--- src/rtl/lpc_pkg.sv ---
// lpc_pkg: shared LPC cycle-type codes, SYNC codes and target state encoding.
package lpc_pkg;
  localparam logic [1:0] CT_IO = 2'b00;
  localparam logic [1:0] CT_MEM = 2'b01;
  localparam logic [3:0] SYNC_READY = 4'h0;
  localparam logic [3:0] SYNC_LWAIT = 4'h6;
  localparam logic [3:0] SYNC_ERR = 4'hA;
  typedef enum logic [2:0] {IDLE, CYC, ADDR, WDAT, HTAR, SYNC, RDAT, PTAR} state_e;
endpackage

--- src/rtl/lpc_win_decode.sv ---
// lpc_win_decode: masked address compare against NUM_WIN windows, lowest index wins (one-hot).
module lpc_win_decode #(
  parameter int NUM_WIN = 2,
  parameter logic [NUM_WIN*32-1:0] WIN_BASE = '0,
  parameter logic [NUM_WIN*32-1:0] WIN_MASK = '1,
  parameter logic [NUM_WIN-1:0] WIN_MEM = '0
) (
  input  logic [31:0]        addr_i,
  input  logic               mem_i,
  output logic [NUM_WIN-1:0] win_o
);
  logic [NUM_WIN-1:0] hit;
  for (genvar k = 0; k < NUM_WIN; k++) begin : g_win
    assign hit[k] = ((addr_i & WIN_MASK[32*k+:32]) == (WIN_BASE[32*k+:32] & WIN_MASK[32*k+:32]))
                    && (WIN_MEM[k] == mem_i);
  end
  // Isolate the lowest set bit.
  assign win_o = hit & (-hit);
endmodule

--- src/rtl/lpc_periph_multi.sv ---
// lpc_periph_multi: multi-window LPC I/O/memory target with held back-end request,
// long-wait SYNC insertion and error SYNC on back-end timeout.
module lpc_periph_multi
  import lpc_pkg::*;
#(
  parameter int NUM_WIN = 2,
  parameter logic [NUM_WIN*32-1:0] WIN_BASE = '0,
  parameter logic [NUM_WIN*32-1:0] WIN_MASK = '1,
  parameter logic [NUM_WIN-1:0] WIN_MEM = '0,
  parameter int MAX_WAIT = 16
) (
  input  logic               clk_i,
  input  logic               rst_i,
  input  logic               lframe_i,
  input  logic [3:0]         lad_i,
  output logic [3:0]         lad_o,
  output logic               lad_oe,
  output logic [31:0]        addr_o,
  output logic [7:0]         data_o,
  output logic [NUM_WIN-1:0] win_o,
  output logic               mem_o,
  output logic               wr_o,
  output logic               rd_o,
  input  logic               done_i,
  input  logic [7:0]         data_i,
  output logic               timeout_o
);
  state_e state_q, state_d;
  logic [2:0] cnt_q, cnt_d;
  logic [7:0] wcnt_q, wcnt_d;
  logic mem_q, mem_d, is_wr_q, is_wr_d;
  logic [31:0] addr_q, addr_d, addr_shift;
  logic [7:0] data_q, data_d, rdata_q, rdata_d;
  logic [NUM_WIN-1:0] win_q, win_d, hit;
  logic wr_q, wr_d, rd_q, rd_d, tmo_q, tmo_d, oe_q, oe_d;
  logic [3:0] lad_q, lad_d;
  assign addr_shift = {addr_q[27:0], lad_i};
  lpc_win_decode #(
    .NUM_WIN (NUM_WIN),
    .WIN_BASE(WIN_BASE),
    .WIN_MASK(WIN_MASK),
    .WIN_MEM (WIN_MEM)
  ) u_dec (
    .addr_i(addr_shift),
    .mem_i (mem_q),
    .win_o (hit)
  );
  always_comb begin
    state_d = state_q;
    cnt_d = cnt_q;
    wcnt_d = wcnt_q;
    mem_d = mem_q;
    is_wr_d = is_wr_q;
    addr_d = addr_q;
    data_d = data_q;
    rdata_d = rdata_q;
    win_d = win_q;
    wr_d = wr_q;
    rd_d = rd_q;
    tmo_d = 1'b0;
    oe_d = oe_q;
    lad_d = lad_q;
    if (!lframe_i) begin
      state_d = (lad_i == 4'h0) ? CYC : IDLE;
      wr_d = 1'b0;
      rd_d = 1'b0;
      oe_d = 1'b0;
      lad_d = 4'hF;
    end else begin
      case (state_q)
        CYC: begin
          mem_d = lad_i[3:2] == CT_MEM;
          is_wr_d = lad_i[1];
          addr_d = '0;
          cnt_d = '0;
          state_d = (lad_i[3:2] == CT_IO || lad_i[3:2] == CT_MEM) ? ADDR : IDLE;
        end
        ADDR: begin
          addr_d = addr_shift;
          cnt_d = cnt_q + 3'd1;
          if (cnt_q == (mem_q ? 3'd7 : 3'd3)) begin
            win_d = hit;
            cnt_d = '0;
            state_d = (|hit) ? (is_wr_q ? WDAT : HTAR) : IDLE;
          end
        end
        WDAT: begin
          data_d = cnt_q[0] ? {lad_i, data_q[3:0]} : {data_q[7:4], lad_i};
          cnt_d = cnt_q[0] ? 3'd0 : 3'd1;
          state_d = cnt_q[0] ? HTAR : WDAT;
        end
        HTAR: begin
          cnt_d = 3'd1;
          if (cnt_q[0]) begin
            state_d = SYNC;
            wr_d = is_wr_q;
            rd_d = !is_wr_q;
            lad_d = SYNC_LWAIT;
            oe_d = 1'b1;
            wcnt_d = '0;
          end
        end
        SYNC: begin
          // With the request still high we are waiting; once dropped, this is the final SYNC cycle.
          if (wr_q || rd_q) begin
            if (done_i) begin
              lad_d = SYNC_READY;
              wr_d = 1'b0;
              rd_d = 1'b0;
              rdata_d = data_i;
            end else if (wcnt_q == 8'(MAX_WAIT - 1)) begin
              lad_d = SYNC_ERR;
              wr_d = 1'b0;
              rd_d = 1'b0;
              tmo_d = 1'b1;
              rdata_d = 8'hFF;
            end else begin
              wcnt_d = wcnt_q + 8'd1;
            end
          end else begin
            state_d = is_wr_q ? PTAR : RDAT;
            lad_d = is_wr_q ? 4'hF : rdata_q[3:0];
            cnt_d = '0;
          end
        end
        RDAT: begin
          lad_d = cnt_q[0] ? 4'hF : rdata_q[7:4];
          cnt_d = 3'd1;
          state_d = cnt_q[0] ? PTAR : RDAT;
        end
        PTAR: begin
          state_d = IDLE;
          oe_d = 1'b0;
          lad_d = 4'hF;
        end
        default: ;
      endcase
    end
  end
  always_ff @(posedge clk_i) begin
    if (rst_i) begin
      state_q <= IDLE;
      cnt_q <= '0;
      wcnt_q <= '0;
      mem_q <= 1'b0;
      is_wr_q <= 1'b0;
      addr_q <= '0;
      data_q <= '0;
      rdata_q <= '0;
      win_q <= '0;
      wr_q <= 1'b0;
      rd_q <= 1'b0;
      tmo_q <= 1'b0;
      oe_q <= 1'b0;
      lad_q <= 4'hF;
    end else begin
      state_q <= state_d;
      cnt_q <= cnt_d;
      wcnt_q <= wcnt_d;
      mem_q <= mem_d;
      is_wr_q <= is_wr_d;
      addr_q <= addr_d;
      data_q <= data_d;
      rdata_q <= rdata_d;
      win_q <= win_d;
      wr_q <= wr_d;
      rd_q <= rd_d;
      tmo_q <= tmo_d;
      oe_q <= oe_d;
      lad_q <= lad_d;
    end
  end
  assign lad_o = lad_q;
  assign lad_oe = oe_q;
  assign addr_o = addr_q;
  assign data_o = data_q;
  assign win_o = win_q;
  assign mem_o = mem_q;
  assign wr_o = wr_q;
  assign rd_o = rd_q;
  assign timeout_o = tmo_q;
endmodule

--- config.mk ---
export PLATFORM = sky130hd
export DESIGN_NAME = lpc_periph_multi
export DESIGN_NICKNAME = d
export VERILOG_FILES = /design/src/rtl/lpc_pkg.sv /design/src/rtl/lpc_win_decode.sv /design/src/rtl/lpc_periph_multi.sv
export SDC_FILE = /design/constraint.sdc
export NUM_CORES = 1
export LEC_CHECK = 0
export CAP_MARGIN = 20
export CORE_MARGIN = 4
export CORE_UTILIZATION = 45
export DETAILED_ROUTE_END_ITERATION = 10
export PLACE_DENSITY_LB_ADDON = 0.2
export SYNTH_ARGS = -nofsm -noshare
export SYNTH_HDL_FRONTEND = slang
export SYNTH_SLANG_ARGS = --single-unit
--- constraint.sdc ---
create_clock -name clk_i -period 1.9 [get_ports clk_i]
set_input_delay 0.285 -clock clk_i [delete_from_list [all_inputs] [get_ports clk_i]]
set_output_delay 0.285 -clock clk_i [all_outputs]
set_load 0.02 [all_outputs]
; Yosys cells after proc, flatten, opt, wreduce, memory -nomap -nowiden
; Index checks and enable logic that the tools add are counted.
[word_totals]
regBits = 74
input_bits = 16
out_inout_bits = 51
[op_classes]
addsub = 3
eq_ne = 21
n_mux = 42
bitwise = 6
reduce_logical = 29
[ops]
columns = operator, count
row1 = $pmux W32 S2, 1
row2 = $mux W8, 6
row3 = $logic_not A32 Y1, 1
row4 = $mux W3, 10
row5 = $mux W4, 6
row6 = $pmux W3 S7, 1
row7 = $pmux W4 S4, 1
row8 = $pmux W8 S2, 1
row9 = $pmux W3 S5, 1
row10 = $reduce_and A3 Y1, 5
row11 = $eq A3 B3 Y1 const B, 4
row12 = $ne A3 B3 Y1 const B, 4
row13 = $reduce_and A4 Y1, 3
row14 = $mux W1, 11
row15 = $ne A2 B2 Y1 const B, 5
row16 = $add A8 B1 Y8 const B, 1
row17 = $eq A8 B4 Y1 const B, 1
row18 = $ne A8 B1 Y1 const B, 1
row19 = $reduce_bool A2 Y1, 4
row20 = $eq A3 B2 Y1 const B, 2
row21 = $pmux W1 S2, 3
row22 = $reduce_and A2 Y1, 3
row23 = $reduce_and A6 Y1, 1
row24 = $reduce_or A2 Y1, 3
row25 = 17 further kinds, 22

; Logic depth before layout (Yosys ltp)
[logic_depth]
depth_word = 9
mapped_depth = 8
depth_no_buf = 6

; Hierarchy
; Synthesis repeated with hierarchy kept, for this count alone.
[hier_totals]
hier_cells = 375
area_unflattened_um2 = 3395.8
[modules_own_cells]
columns = module, instances, cells_each, area_each_um2, seq_area_each_um2
row1 = lpc_periph_multi, 1, 361, 3301.9, 1481.4
row2 = lpc_win_decode, 1, 14, 93.8, 0.0

; Least setup slack after synthesis
; OpenSTA, ideal clock, no wires.
[synth_timing]
path_kind = reg-to-reg
from = register wcnt_q[0]
to = register wcnt_q[7]
setup_time_ns = 0.115
t_arrival_ns = 1.704
required_ns = 1.785
path_slack_ns = 0.081
path_stages_with_launch = 7
path_cell_list = dfxtp_1 -> ha_1 -> and3_1 -> a21oi_2 -> o211ai_2 -> o31a_1 -> o21ba_2
[synth_between]
elab_chain_len = 5
elab_cells_between_ends = 8
classes_between = add/sub (1) / eq/ne (2) / mux (4) / reduce/logical (1)
[synth_rtl]
columns = element, line
row1 = from (decl), lpc_periph_multi.sv:30  ; logic [7:0] wcnt_q, wcnt_d;
row2 = from (signal assigned), lpc_periph_multi.sv:159  ; wcnt_q <= wcnt_d;
row3 = $add A8 B1 Y8, lpc_periph_multi.sv:118  ; wcnt_d = wcnt_q + 8'd1;
row4 = $mux W8, lpc_periph_multi.sv:111  ; end else if (wcnt_q == 8'(MAX_WAIT - 1)) begin
row5 = $mux W8, lpc_periph_multi.sv:106  ; if (done_i) begin
row6 = $mux W8, lpc_periph_multi.sv:105  ; if (wr_q || rd_q) begin
row7 = $pmux W8 S2, lpc_periph_multi.sv:70  ; case (state_q)
; Parallel ways exist; a longest one is shown, timed or not. The select of a mux whose other input is x is not followed.
; A chain may end at the register's enable or synchronous reset.

; Worst setup path after layout
[layout_timing]
from = register state_q[0]
to = register lad_q[2] (netlist: lad_o[2])
[layout_between]
elab_chain_len = 3
elab_cells_between_ends = 9
classes_between = eq/ne (6) / mux (1) / reduce/logical (2)
[layout_rtl]
columns = element, line
row1 = from (decl), lpc_periph_multi.sv:28  ; state_e state_q, state_d;
row2 = from (signal assigned), lpc_periph_multi.sv:157  ; state_q <= state_d;
row3 = $eq A3 B3 Y1, lpc_periph_multi.sv:70
row4 = "$ne A4 B4 Y1 (no source line), or another cell as far along", -
row5 = $reduce_and A3 Y1 (no source line), -
row6 = to (signal assigned), lpc_periph_multi.sv:170  ; lad_q <= lad_d;
row7 = to (decl), lpc_periph_multi.sv:36  ; logic [3:0] lad_q, lad_d;
; Parallel ways exist; a longest one is shown, timed or not.

==> impl_metrics.ini <==
[run_status]
status = finished, final reports clean

[clock_tree]
clock-sinks = 73
htreeDepth = 3
cts_tree = done
cts_buffer_depth = 2
cts_hold_buf = 0
root_buffer = clkbuf_8
clk_latency_ps = 340
clkSlewWorstSetupHoldPaths_ps = 70
numCtsBuffers = 9

[setup_path]
worstRegToRegCells = 7
crit_path_end_kind = flip-flop
crit_path_start_kind = flip-flop
crit_end = lad_o[2]
worstPathArrival_ps = 2010
crit_type = flip-flop to flip-flop
r2r-start = state_q[0]
reg2reg_to = lad_o[2]
cp_max_fo = 16
worstSetupStartpoint = state_q[0]
crit_required_ps = 2130
regToRegSetupSlack_ps = 120

[layout]
fillers = 619
nNetsFinal = 476
mostFrequentLayoutCells = dfxtp_1, nor2_1, clkdlybuf4s50_1
final_common_cell = dfxtp_1
finish.instance_area_mm2 = 0.00438
drive_gt1_frac = 0.158
fin_util = 0.638
syn_to_final_growth_pct = 36.2
stdcell_count = 559
diodes = 0

[timing]
max_freq_mhz = 561
maxSlewViolCount = 0
worstMarginPinSlew_ps = 675
finalSetupViolCount = 0
layout_setup_ws_ps = 119
post-route-min-period_ps = 1780
skew_ps = 4.90
hold_slack_ps = 311
maxSlewHeadroom = 0.544
hold_viol_final = 0
rsz0062_at_grt = false
period_share = 0.937

[synthesis]
ys_seq_area_frac = 0.454
yosysTopAreaCell = dfxtp_1
synthCells = 367
synth_xor_area_frac = 0.0109
post_synth.cell_area_avg_um2 = 8.76
synth_top_family_by_area = compound AO/OA/AOI/OAI gates
ys_warn_count = 0
synth_edf_count = 0
netlist.area_leader.share = 0.454
synth.area.mux_share = 0.0311
synth.distinct_cells = 56
synth_compound_area_frac = 0.240
async_reset_ff_frac = 0
synth_simple_gate_area_share = 0.202
syn_area_mm2 = 0.00322
synth_area_leaders = dfxtp_1, nor2_1, a22oi_1, mux2i_1, a21oi_1
ys.flop_type = dfxtp_1
syn_nets = 385
ys_seq_elements = 73
synth_fa_ha_area_frac = 0.00778

[grt]
grt_pass1_wl_um = 14000
overflow = 0
grt_max_degree = 35
grt_antenna_before_repair = 0
grt_usage = 0.201
grt_pass1_vias = 2914

[pwr]
p_sw_frac = 0.232
netSwitchingPower_uw = 631
ir_worst_vdd_mv = 0.338
pwr-share-seq = 0.562
combPwrFrac = 0.045
p_per_area_mw_per_mm2 = 621
leakagePower_uw = 0.00160
power.internal_uw = 2090
clkPwrFrac = 0.393

[worst_hold_path]
hold_class = input pin to flip-flop

[detailed_routing]
num_vias = 3050
drt_iter0_markers = 201
ant_nets = 0
dr.pass1.iters = 4
wl_um = 8520
wl_per_cell_um = 15.2
drc = 0
via_per_inst = 5.46

[die]
die_w_um = 92.5
start_util = 0.468
core_area_mm2 = 0.00687
die_area_mm2 = 0.00856
ios = 67
row_count = 30
die_h_um = 92.5

[placed_design]
dp_slack_ps = -320
dpl_cell_area_mm2 = 0.00417
dp_hpwl_um = 5980
port_buffers = 65
dp.cells = 540
gp_congestion = 0.888

[flow_run]
drv_cap = 0
## routing by layer
layer  routed length [µm]  vias up  global-route usage
met3                  431        8              0.0520
met4                   80        0              0.0619
met5                    0        -                   0
li1                     -     1525                   -
met2                 4040       98               0.313
met1                 3970     1419               0.274
## logic make-up after synthesis
kind of cell,count (synthesis)
AO/OA/AOI/OAI,105
XOR/XNOR,4
adder cells (fa/ha/maj),2
buffers and inverters,38
flip-flops,73
multiplexers,10
other,1
AND/OR/NAND/NOR,134
## cell usage after synthesis (2+ instances only)
master,instances
and2_1,2
dfxtp_1,73
a21oi_1,16
or2_2,2
a31oi_1,5
nand2b_1,2
a311oi_1,8
o2111ai_1,2
or3_1,3
o21ai_0,11
a22oi_1,33
a21o_1,2
nor3_1,6
a311oi_2,2
o31ai_1,2
and3_1,4
clkbuf_1,11
o211ai_1,7
ha_1,2
a211o_1,2
a32oi_1,2
nor2_1,70
mux2i_1,10
nor2b_1,3
nand2_1,19
inv_1,11
xor2_1,3
nor4_1,10
nand3b_1,4
buf_2,14
## sequential cells by signal, summed over array words and instances (netlist names)
| name | flops |
|---|---|
| addr_o | 32 |
| rd_o | 1 |
| is_wr_q | 1 |
| wr_o | 1 |
| win_o | 1 |
| state_q | 3 |
| wcnt_q | 8 |
| data_o | 8 |
| lad_oe | 1 |
| lad_o | 4 |
| rdata_q | 8 |
| timeout_o | 1 |
| cnt_q | 3 |
| mem_o | 1 |
## power by group through the flow
stage / Clock [µW] / Sequential [µW] / Combinational [µW]
6_report: 1070 / 1530 / 121
5_1_grt: 1160 / 1530 / 132
4_1_cts: 1100 / 1530 / 121
3_5_place_dp: 0 / 1570 / 120
3_3_place_gp: 0 / 1570 / 119
2_1_floorplan: 0 / 1570 / 48.5
## worst max-delay path: stages (launching register included)
cell and delay (ps):
dfxtp_1 320, buf_4 190, or2_2 310, buf_4 160, o21ai_0 150, a21o_1 190, a31oi_1 80, a211o_1 270
## area by class of cell
type	instances	area [µm²]	share of cell area
flip-flops and latches	73	1460	0.334
clock inverters	5	31.3	0.00714
well taps	96	120	0.0274
multi-input cells	256	1600	0.366
inverters	11	41.3	0.00943
repair buffers	107	981	0.224
clock buffers	11	141	0.0323
## per-stage QoR
step | setup TNS (ps) | total power, µW
after floorplan | 0 | 1610
after global placement | -11170 | 1680
after detailed placement | -2590 | 1690
after CTS | 0 | 2750
after global routing | 0 | 2830
final | 0 | 2720
## worst min-delay path by stage
stage	end	startpoint	slack, ps	depth (start not counted)
finish	lad_o[0]	rst_i	310	3
global route	lad_o[0]	rst_i	330	3
CTS	lad_o[0]	rst_i	300	3
detailed placement	cnt_q[1]	cnt_q[1]	460	2
global placement	cnt_q[1]	cnt_q[1]	450	2
floorplan	is_wr_q	lad_i[1]	420	2
## repair_timing
action | in CTS | in global routing
gates resized for setup | 1 | 2
cloned | 0 | 0
endpoints found under the hold margin | 0 | 0
buffers inserted | 0 | 3
endpoints found under the setup margin | 1 | 3
Note: power is estimated with default switching activity, not from simulation.
